$ cat src/rtl/tinycpu_pkg.sv
// TinyCPU shared definitions: default widths, opcode values and the exec-stage FSM encoding.
// Used by the decoder and by exec_unit.
package tinycpu_pkg;

    localparam int DATA_W_DEF = 8;
    localparam int ADDR_W_DEF = 3;
    localparam int OP_W_DEF   = 4;

    localparam logic [3:0] OP_ADD = 4'h0;
    localparam logic [3:0] OP_SUB = 4'h1;
    localparam logic [3:0] OP_AND = 4'h2;
    localparam logic [3:0] OP_OR  = 4'h3;
    localparam logic [3:0] OP_XOR = 4'h4;
    localparam logic [3:0] OP_SHL = 4'h5;
    localparam logic [3:0] OP_SHR = 4'h6;
    localparam logic [3:0] OP_LDI = 4'h7;
    localparam logic [3:0] OP_MOV = 4'h8;
    localparam logic [3:0] OP_CMP = 4'h9;
    localparam logic [3:0] OP_MUL = 4'hA;

    typedef enum logic [1:0] {
        ST_IDLE = 2'd0,
        ST_EXEC = 2'd1,
        ST_MUL  = 2'd2,
        ST_WB   = 2'd3
    } exec_state_t;

endpackage

$ cat src/rtl/mul_seq8.sv
// Sequential 8x8 shift-add multiplier: one multiplier bit per cycle, 8 cycles after start.
// o_done is high during the final cycle, when o_product already holds the full product.
module mul_seq8 (
    input  logic        clk,
    input  logic        reset,
    input  logic        i_start,
    input  logic [7:0]  i_a,
    input  logic [7:0]  i_b,
    output logic        o_done,
    output logic [15:0] o_product
);

    logic [15:0] r_acc;
    logic [15:0] r_mcand;
    logic [7:0]  r_mplier;
    logic [2:0]  r_count;
    logic        r_busy;
    logic [15:0] w_accNext;

    // The product is exposed one step early so the caller can leave on the last bit's edge.
    assign w_accNext = r_acc + (r_mplier[0] ? r_mcand : 16'd0);
    assign o_done    = r_busy && (r_count == 3'd7);
    assign o_product = w_accNext;

    always_ff @(posedge clk) begin
        if (!reset) begin
            r_acc    <= '0;
            r_mcand  <= '0;
            r_mplier <= '0;
            r_count  <= '0;
            r_busy   <= 1'b0;
        end else if (i_start) begin
            r_acc    <= '0;
            r_mcand  <= {8'd0, i_a};
            r_mplier <= i_b;
            r_count  <= '0;
            r_busy   <= 1'b1;
        end else if (r_busy) begin
            r_acc    <= w_accNext;
            r_mcand  <= {r_mcand[14:0], 1'b0};
            r_mplier <= {1'b0, r_mplier[7:1]};
            r_count  <= r_count + 3'd1;
            if (r_count == 3'd7) begin
                r_busy <= 1'b0;
            end
        end
    end

endmodule

$ cat src/rtl/exec_unit.sv
// TinyCPU execute/writeback stage: reads operands in EXEC, writes the result back in WB.
// Define EXEC_MUL_EN to add the 8-cycle MUL opcode; otherwise opcode A is illegal.
module exec_unit
    import tinycpu_pkg::*;
#(
    parameter int DATA_W = DATA_W_DEF,
    parameter int ADDR_W = ADDR_W_DEF,
    parameter int OP_W   = OP_W_DEF
) (
    input  logic              clk,
    input  logic              reset,
    input  logic              in_valid,
    output logic              in_ready,
    input  logic [OP_W-1:0]   in_op,
    input  logic [ADDR_W-1:0] in_rd,
    input  logic [ADDR_W-1:0] in_rs1,
    input  logic [ADDR_W-1:0] in_rs2,
    input  logic [DATA_W-1:0] in_imm,
    output logic [ADDR_W-1:0] r_addr_a,
    output logic [ADDR_W-1:0] r_addr_b,
    input  logic [DATA_W-1:0] r_data_a,
    input  logic [DATA_W-1:0] r_data_b,
    output logic              we,
    output logic [ADDR_W-1:0] w_addr,
    output logic [DATA_W-1:0] w_data,
    output logic              flag_z,
    output logic              flag_c,
    output logic              busy,
    output logic              illegal
);

    typedef struct packed {
        logic [DATA_W-1:0] res;
        logic              carry;
        logic              setsFlags;
        logic              writes;
        logic              toMul;
        logic              legal;
    } alu_out_t;

    exec_state_t       r_state;
    exec_state_t       w_nextState;
    logic [OP_W-1:0]   r_op;
    logic [ADDR_W-1:0] r_rd;
    logic [DATA_W-1:0] r_imm;
    logic [ADDR_W-1:0] r_addrA;
    logic [ADDR_W-1:0] r_addrB;
    logic [ADDR_W-1:0] r_wAddr;
    logic [DATA_W-1:0] r_wData;
    logic              r_flagZ;
    logic              r_flagC;
    alu_out_t          w_alu;

    function automatic alu_out_t alu_eval(input logic [OP_W-1:0] op, input logic [DATA_W-1:0] a,
                                          input logic [DATA_W-1:0] b, input logic [DATA_W-1:0] imm);
        alu_out_t   o;
        logic [DATA_W:0] wide;
        o           = '0;
        wide        = '0;
        o.legal     = 1'b1;
        o.setsFlags = 1'b1;
        o.writes    = 1'b1;
        case (op)
            OP_ADD: begin
                wide    = {1'b0, a} + {1'b0, b};
                o.res   = wide[DATA_W-1:0];
                o.carry = wide[DATA_W];
            end
            OP_SUB, OP_CMP: begin
                wide     = {1'b0, a} - {1'b0, b};
                o.res    = wide[DATA_W-1:0];
                o.carry  = wide[DATA_W];
                o.writes = (op != OP_CMP);
            end
            OP_AND: o.res = a & b;
            OP_OR:  o.res = a | b;
            OP_XOR: o.res = a ^ b;
            OP_SHL: begin
                o.res   = {a[DATA_W-2:0], 1'b0};
                o.carry = a[DATA_W-1];
            end
            OP_SHR: begin
                o.res   = {1'b0, a[DATA_W-1:1]};
                o.carry = a[0];
            end
            OP_LDI: begin
                o.res       = imm;
                o.setsFlags = 1'b0;
            end
            OP_MOV: begin
                o.res       = a;
                o.setsFlags = 1'b0;
            end
`ifdef EXEC_MUL_EN
            OP_MUL: begin
                o.writes    = 1'b0;
                o.setsFlags = 1'b0;
                o.toMul     = 1'b1;
            end
`endif
            default: begin
                o.legal     = 1'b0;
                o.writes    = 1'b0;
                o.setsFlags = 1'b0;
            end
        endcase
        return o;
    endfunction

    assign w_alu = alu_eval(r_op, r_data_a, r_data_b, r_imm);

`ifdef EXEC_MUL_EN
    logic        w_mulDone;
    logic [15:0] w_mulProduct;

    mul_seq8 u_mul (
        .clk       (clk),
        .reset     (reset),
        .i_start   ((r_state == ST_EXEC) && w_alu.toMul),
        .i_a       (r_data_a),
        .i_b       (r_data_b),
        .o_done    (w_mulDone),
        .o_product (w_mulProduct)
    );
`endif

    always_comb begin
        w_nextState = r_state;
        case (r_state)
            ST_IDLE: if (in_valid) w_nextState = ST_EXEC;
            ST_EXEC: begin
                if (w_alu.toMul)       w_nextState = ST_MUL;
                else if (w_alu.writes) w_nextState = ST_WB;
                else                   w_nextState = ST_IDLE;
            end
`ifdef EXEC_MUL_EN
            ST_MUL:  if (w_mulDone) w_nextState = ST_WB;
`else
            ST_MUL:  w_nextState = ST_IDLE;
`endif
            ST_WB:   w_nextState = ST_IDLE;
            default: w_nextState = ST_IDLE;
        endcase
    end

    // Write port and flags are registered on the way into WB so they hold afterwards.
    always_ff @(posedge clk) begin
        if (!reset) begin
            r_state <= ST_IDLE;
            r_op    <= '0;
            r_rd    <= '0;
            r_imm   <= '0;
            r_addrA <= '0;
            r_addrB <= '0;
            r_wAddr <= '0;
            r_wData <= '0;
            r_flagZ <= 1'b0;
            r_flagC <= 1'b0;
        end else begin
            r_state <= w_nextState;
            case (r_state)
                ST_IDLE: begin
                    if (in_valid) begin
                        r_op    <= in_op;
                        r_rd    <= in_rd;
                        r_imm   <= in_imm;
                        r_addrA <= in_rs1;
                        r_addrB <= in_rs2;
                    end
                end
                ST_EXEC: begin
                    if (w_alu.writes) begin
                        r_wAddr <= r_rd;
                        r_wData <= w_alu.res;
                    end
                    if (w_alu.setsFlags) begin
                        r_flagC <= w_alu.carry;
                        r_flagZ <= (w_alu.res == '0);
                    end
                end
`ifdef EXEC_MUL_EN
                ST_MUL: begin
                    if (w_mulDone) begin
                        r_wAddr <= r_rd;
                        r_wData <= w_mulProduct[7:0];
                        r_flagC <= |w_mulProduct[15:8];
                        r_flagZ <= (w_mulProduct[7:0] == 8'd0);
                    end
                end
`endif
                default: ;
            endcase
        end
    end

    assign in_ready = (r_state == ST_IDLE);
    assign busy     = (r_state != ST_IDLE);
    assign we       = (r_state == ST_WB);
    assign illegal  = (r_state == ST_EXEC) && !w_alu.legal;
    assign r_addr_a = r_addrA;
    assign r_addr_b = r_addrB;
    assign w_addr   = r_wAddr;
    assign w_data   = r_wData;
    assign flag_z   = r_flagZ;
    assign flag_c   = r_flagC;

endmodule

$ cat config.mk
export PLATFORM = sky130hd
export DESIGN_NAME = exec_unit
export DESIGN_NICKNAME = d
export VERILOG_FILES = /design/src/rtl/tinycpu_pkg.sv /design/src/rtl/mul_seq8.sv /design/src/rtl/exec_unit.sv
export SDC_FILE = /design/constraint.sdc
export NUM_CORES = 1
export LEC_CHECK = 0
export CORE_MARGIN = 2
export CORE_UTILIZATION = 56
export CTS_CLUSTER_SIZE = 24
export DETAILED_ROUTE_END_ITERATION = 8
export DONT_BUFFER_PORTS = 1
export GPL_ROUTABILITY_DRIVEN = 0
export GPL_TIMING_DRIVEN = 0
export HOLD_SLACK_MARGIN = 0.02
export PLACE_DENSITY = 0.77
export SYNTH_ARGS = -nofsm -noshare
export SYNTH_HDL_FRONTEND = slang
export SYNTH_SLANG_ARGS = --single-unit
export TNS_END_PERCENT = 100
$ cat constraint.sdc
create_clock -name clk -period 6.39 [get_ports clk]
set_clock_uncertainty 0.2 [all_clocks]
set_input_delay 1.278 -clock clk [delete_from_list [all_inputs] [get_ports clk]]
set_output_delay 1.278 -clock clk [all_outputs]
set_load 0.02 [all_outputs]
# == After elaboration in Yosys (flattened, before gate mapping) ==
# Index checks and enable logic that the tools add are counted.
# word_totals
in_bits,40
regBits,36
# classes
mux,8
bitwise,3
reduce_logical,14
addsub,2
n_eq_ne,14
# ops
op,n
8-bit case mux with 9 select lines,1
4-bit by 3-bit equality test with 1-bit output (second input constant),4
8-bit OR reduction,2
10-bit OR reduction,1
8-bit by 8-bit adder with 9-bit output,1
8-bit by 8-bit subtractor with 9-bit output,1
8-bit bitwise AND,1
4-bit by 2-bit equality test with 1-bit output (second input constant),2
4-bit equality test (second input constant),2
8-bit zero test,1
8-bit bitwise OR,1
8-bit XOR,1
2-bit case mux with 3 select lines,1
2-bit AND reduction,3
2-bit equality test (second input constant),2
4-bit by 1-bit equality test with 1-bit output (second input constant),1
4-bit zero test,1
2-bit two-way mux,2
4-bit != test (second input constant),1
1-bit case mux with 4 select lines,1
2-bit OR reduction,2
2-bit by 1-bit equality test with 1-bit output (second input constant),1
2-bit zero test,1
1-bit two-way mux,2
5 further kinds,5

# == Longest topological paths before layout ==
# logic_depth
ltp_word,5
ltp_mapped,10
depth_no_buf,10

# == Worst setup path before layout ==
# No wires, ideal clock.
# synth_timing
kind,input-to-reg
startpoint,in r_data_a[0]
endpoint,reg r_flagZ (netlist: flag_z)
required_ns,6.094
n_path_buf,0
arrival_time_ns,3.345
setup_slack_ns,2.750
cell_stages,10
cell_sequence,inv_1 > ha_1 > inv_1 > fa_1 > nor2b_1 > o311a_1 > o31ai_2 > o221ai_1 > a221o_1 > o41ai_2
# synth_between
elab_chain_len,3
elab_cells_between_ends,7
# synth_lines
item,line_no,source
start: declaration,exec_unit.sv:21,"input logic [DATA_W-1:0] r_data_a,"
8-bit by 8-bit subtractor with 9-bit output (tied with other cells),exec_unit.sv:70,"wide = {1'b0, a} - {1'b0, b};"
8-bit case mux with 9 select lines *,exec_unit.sv:63,case (op)
8-bit zero test *,exec_unit.sv:178,r_flagZ <= (w_alu.res == '0);
end signal: assignment,exec_unit.sv:178,
end: declaration,exec_unit.sv:50,logic r_flagZ;
# Every way passes the cells marked *; elsewhere a longest branch is shown, timed or not.
# A chain may end at the register's enable or synchronous reset.

# == Final worst setup path ==
# Same ends and word-level chain as after synthesis.

==> results.txt <==
The initial DRC count is between 200 and 300. After detailed routing, the average wire length per cell comes to roughly 17 µm. In the final design database the tool counted roughly 450 nets.

The number of I/O pins is between 60 and 70. The most used flip-flop cell after synthesis is dfxtp_1. The half-perimeter wire length after placement is about 6000 µm. The arrival time of data at the critical path endpoint is ~3.6 ns.

The post-synthesis average cell area came out at 7.79 µm². The share of synthesized flip-flops with an asynchronous set or reset is 0%. The number of global-route vias before repair came out at approximately 2,800. The maximum VDD drop is approximately 0.00016 V. The worst hold path belongs to the class flip-flop to flip-flop. The floorplan step defined a core boundary enclosing approximately 5000 µm². Traced cell by cell, the critical path runs through inv_1, ha_1, inv_1, fa_1, nor2b_1, o311a_1, o31ai_2, o221ai_1, a221o_1, o41ai_2. The total die area came out at a little under 6000 µm². The hold-fix buffer count after cts is 0. In the synthesized netlist, the number of instances is between 300 and 400. The root buffer cell chosen for the clock tree is clkbuf_8. The clock-pin transition on the worst setup and hold timing paths came out at 0.07 ns. Setup repair after global routing left no endpoint under its margin. The initial antenna violation count came to 0.

After layout, the worst path uses ~57% of the clock period. Using the TritonRoute via totals, the vias-per-cell ratio works out to about 6.3. The total overflow left after global routing is 0. The startpoint type of the worst setup path is an input port. The overall via count from detail_route is around 2,900. The flow ran to the end, and the final reports show no timing, DRC or antenna violations. The net count of the mapped netlist came out at 444. After floorplanning, the core was divided into 26 placement rows. The pin count of the biggest net entering global routing is 12. The cell area after synthesis came out at 2950 µm².

The most repeated library cell on the critical path is inv_1. The number of distinct library cells after synthesis came out at 70. The fraction of the yosys area taken by sequential cells is 24.5%.

The repair_antennas step left the layout with diodes totalling 0. Yosys printed 0 warnings. For this design, the slowest cell found on the critical path is fa_1. The total count of max-transition violations in the final report is 0. The DRC violation count after routing came out at 0. The number of buffers added by the clock tree synthesis step is 5.

The count of antenna-violating nets left after detailed routing is 0. After routing, the total negative slack on setup checks comes to 0 ns. The highest achievable clock rate came out at 275 MHz.

The count of TritonRoute iterations in the first routing pass is 5. The initial core utilization came out at 57.7%. The synthesized design contains 0 enable-type register cells. The first global-routing pass estimated 13,200 µm of wire. The hold violation total from the final report came out at 0. The sink count of the clock tree came out at 36.

After clock tree synthesis, the setup repair step added 0 buffers. The clock latency on the worst-skew pair came out at approximately 0.29 ns. STA classifies the critical path endpoint as a flip-flop.

The clock tree from TritonCTS is built. For the worst setup path, the data required time is 6.39 ns. The buffer levels on the longest clock path is 2.

The number of buffer cells added on primary ports is 0. At the pin with the least slew margin, the transition time is roughly 0.95 ns. The headroom to the max-slew limit is 35.3%. The routed design has roughly 7900 µm of wire. The critical path is of the input port to flip-flop type. The flip-flop and latch count after synthesis came out at 36. Of the cells placed in the final design, the portion with a size suffix greater than 1 is a little under 10%. The synthesis-to-layout area growth came out at 6.16%.

CTS built an H-tree with a depth of 2. Across the run, the number of max-cap violations was 0. The total power draw came out at about 650 µW. The number of setup violations in the final report came out at 0. The post-layout minimum cycle time is between 3 and 4 ns. The total power divided by cell area came out at 209 nW/µm². The largest stage delay on the critical path came out at ~0.41 ns. Measured along the y axis, the die boundary spans 76.5 µm. The largest fanout on the critical path is 5. The global router's overall resource usage is between 20 and 30%. In this run the horizontal extent of the chip is roughly 77 µm.

The post-cts sizing count came out at 0. The leakage power total came out at between 1 and 1.5 nW.
-- registers in the layout, summed over array words and instances (netlist names) --
name      cells
flag_c        1
flag_z        1
r_addr_a      3
r_addr_b      3
r_imm         8
r_op          4
r_rd          3
r_state       2
w_addr        3
w_data        8
-- final cells by class --
class | count | area (µm²)
Multi-Input combinational cell | 288 | 1990
Fill cell | 498 | 1980
Sequential cell | 36 | 721
Buffer | 25 | 126
Inverter | 29 | 109
Clock inverter | 1 | 7.51
Clock buffer | 7 | 86.3
Tap cell | 70 | 87.6
-- cells in the mapped netlist, types with 4 or more instances --
cell / instances / area share (%)
nand2_1: 60 / 7.6
a21oi_1: 41 / 7.0
dfxtp_1: 36 / 24
inv_1: 28 / 3.6
ha_1: 24 / 10
nor2_1: 22 / 2.8
o21ai_0: 15 / 2.5
buf_2: 11 / 1.9
clkbuf_1: 11 / 1.4
nand3_1: 9 / 1.5
mux2i_1: 7 / 2.4
nor2b_1: 7 / 1.5
nand2b_1: 6 / 1.3
nor3_1: 6 / 1.0
a211oi_1: 5 / 1.3
a22oi_1: 4 / 1.0
-- path summary, 6_finish.rpt --
check / start / end / slack (ns) / depth (start not counted)
worst max register to register: r_op[1] / flag_z / 3.72 / 8
worst min-delay path: r_imm[0] / r_imm[0] / 0.26 / 2
worst min register to register: r_imm[0] / r_imm[0] / 0.26 / 2
worst max-delay path: r_data_a[0] / flag_z / 2.76 / 10
-- through the flow --
stage | hold slack [ns] | setup slack [ns] | cells | util (%) | cell area, µm²
final | 0.256 | 2.76 | 456 | 61.2 | 3130
after global routing | 0.283 | 2.71 | 456 | 61.2 | 3130
after CTS | 0.258 | 2.76 | 456 | 61.2 | 3130
after detailed placement | 0.248 | 2.48 | 448 | 59.4 | 3030
after global placement | 0.243 | 2.51 | 448 | 59.4 | 3030
after floorplan | 0.231 | 2.75 | 378 | - | 2950
-- cells by family (layout without fill, tap and decap cells) --
group	count (synthesis)	in the layout	share of synthesized area [%]
xor+xnor	3	3	0.892
flops	36	36	24.5
buf+inv	54	62	7.99
compound gates	113	113	27.1
simple gates	135	135	22.9
fa+ha+maj	27	27	11.9
mux	10	10	4.67
-- layer usage --
layer  share of wire (%)  global-route usage [%]  vias to the layer above
met5                   0                       0                        -
met4                 3.5                    11.5                        0
met3                 8.3                    6.99                       28
met2                  46                    45.1                      146
met1                  42                    35.4                     1339
li1                    -                       -                     1360
-- layout by cell type (no fill, tap or decap), types with 4 or more instances in the layout --
cell	instances
a211oi_1	5
a21oi_1	41
a22oi_1	4
buf_2	11
clkbuf_1	12
clkbuf_8	6
dfxtp_1	36
ha_1	24
inv_1	28
mux2i_1	7
nand2_1	60
nand2b_1	6
nand3_1	9
nor2_1	22
nor2b_1	7
nor3_1	6
o21ai_0	15
-- critical path: cells and delay by family --
family          cells  cell delay (ns)
fa+ha+maj           2             0.59
simple gates        1             0.17
compound gates      5             1.46
buf+inv             2             0.12
-- power breakdown --
group | leakage, nW | switching [mW] | internal, mW | total [mW]
Clock | 0.0445 | 0.0803 | 0.0876 | 0.168
Combinational | 0.946 | 0.137 | 0.0842 | 0.221
Sequential | 0.295 | 0.0227 | 0.242 | 0.264
Power figures use the tool's default switching activity.
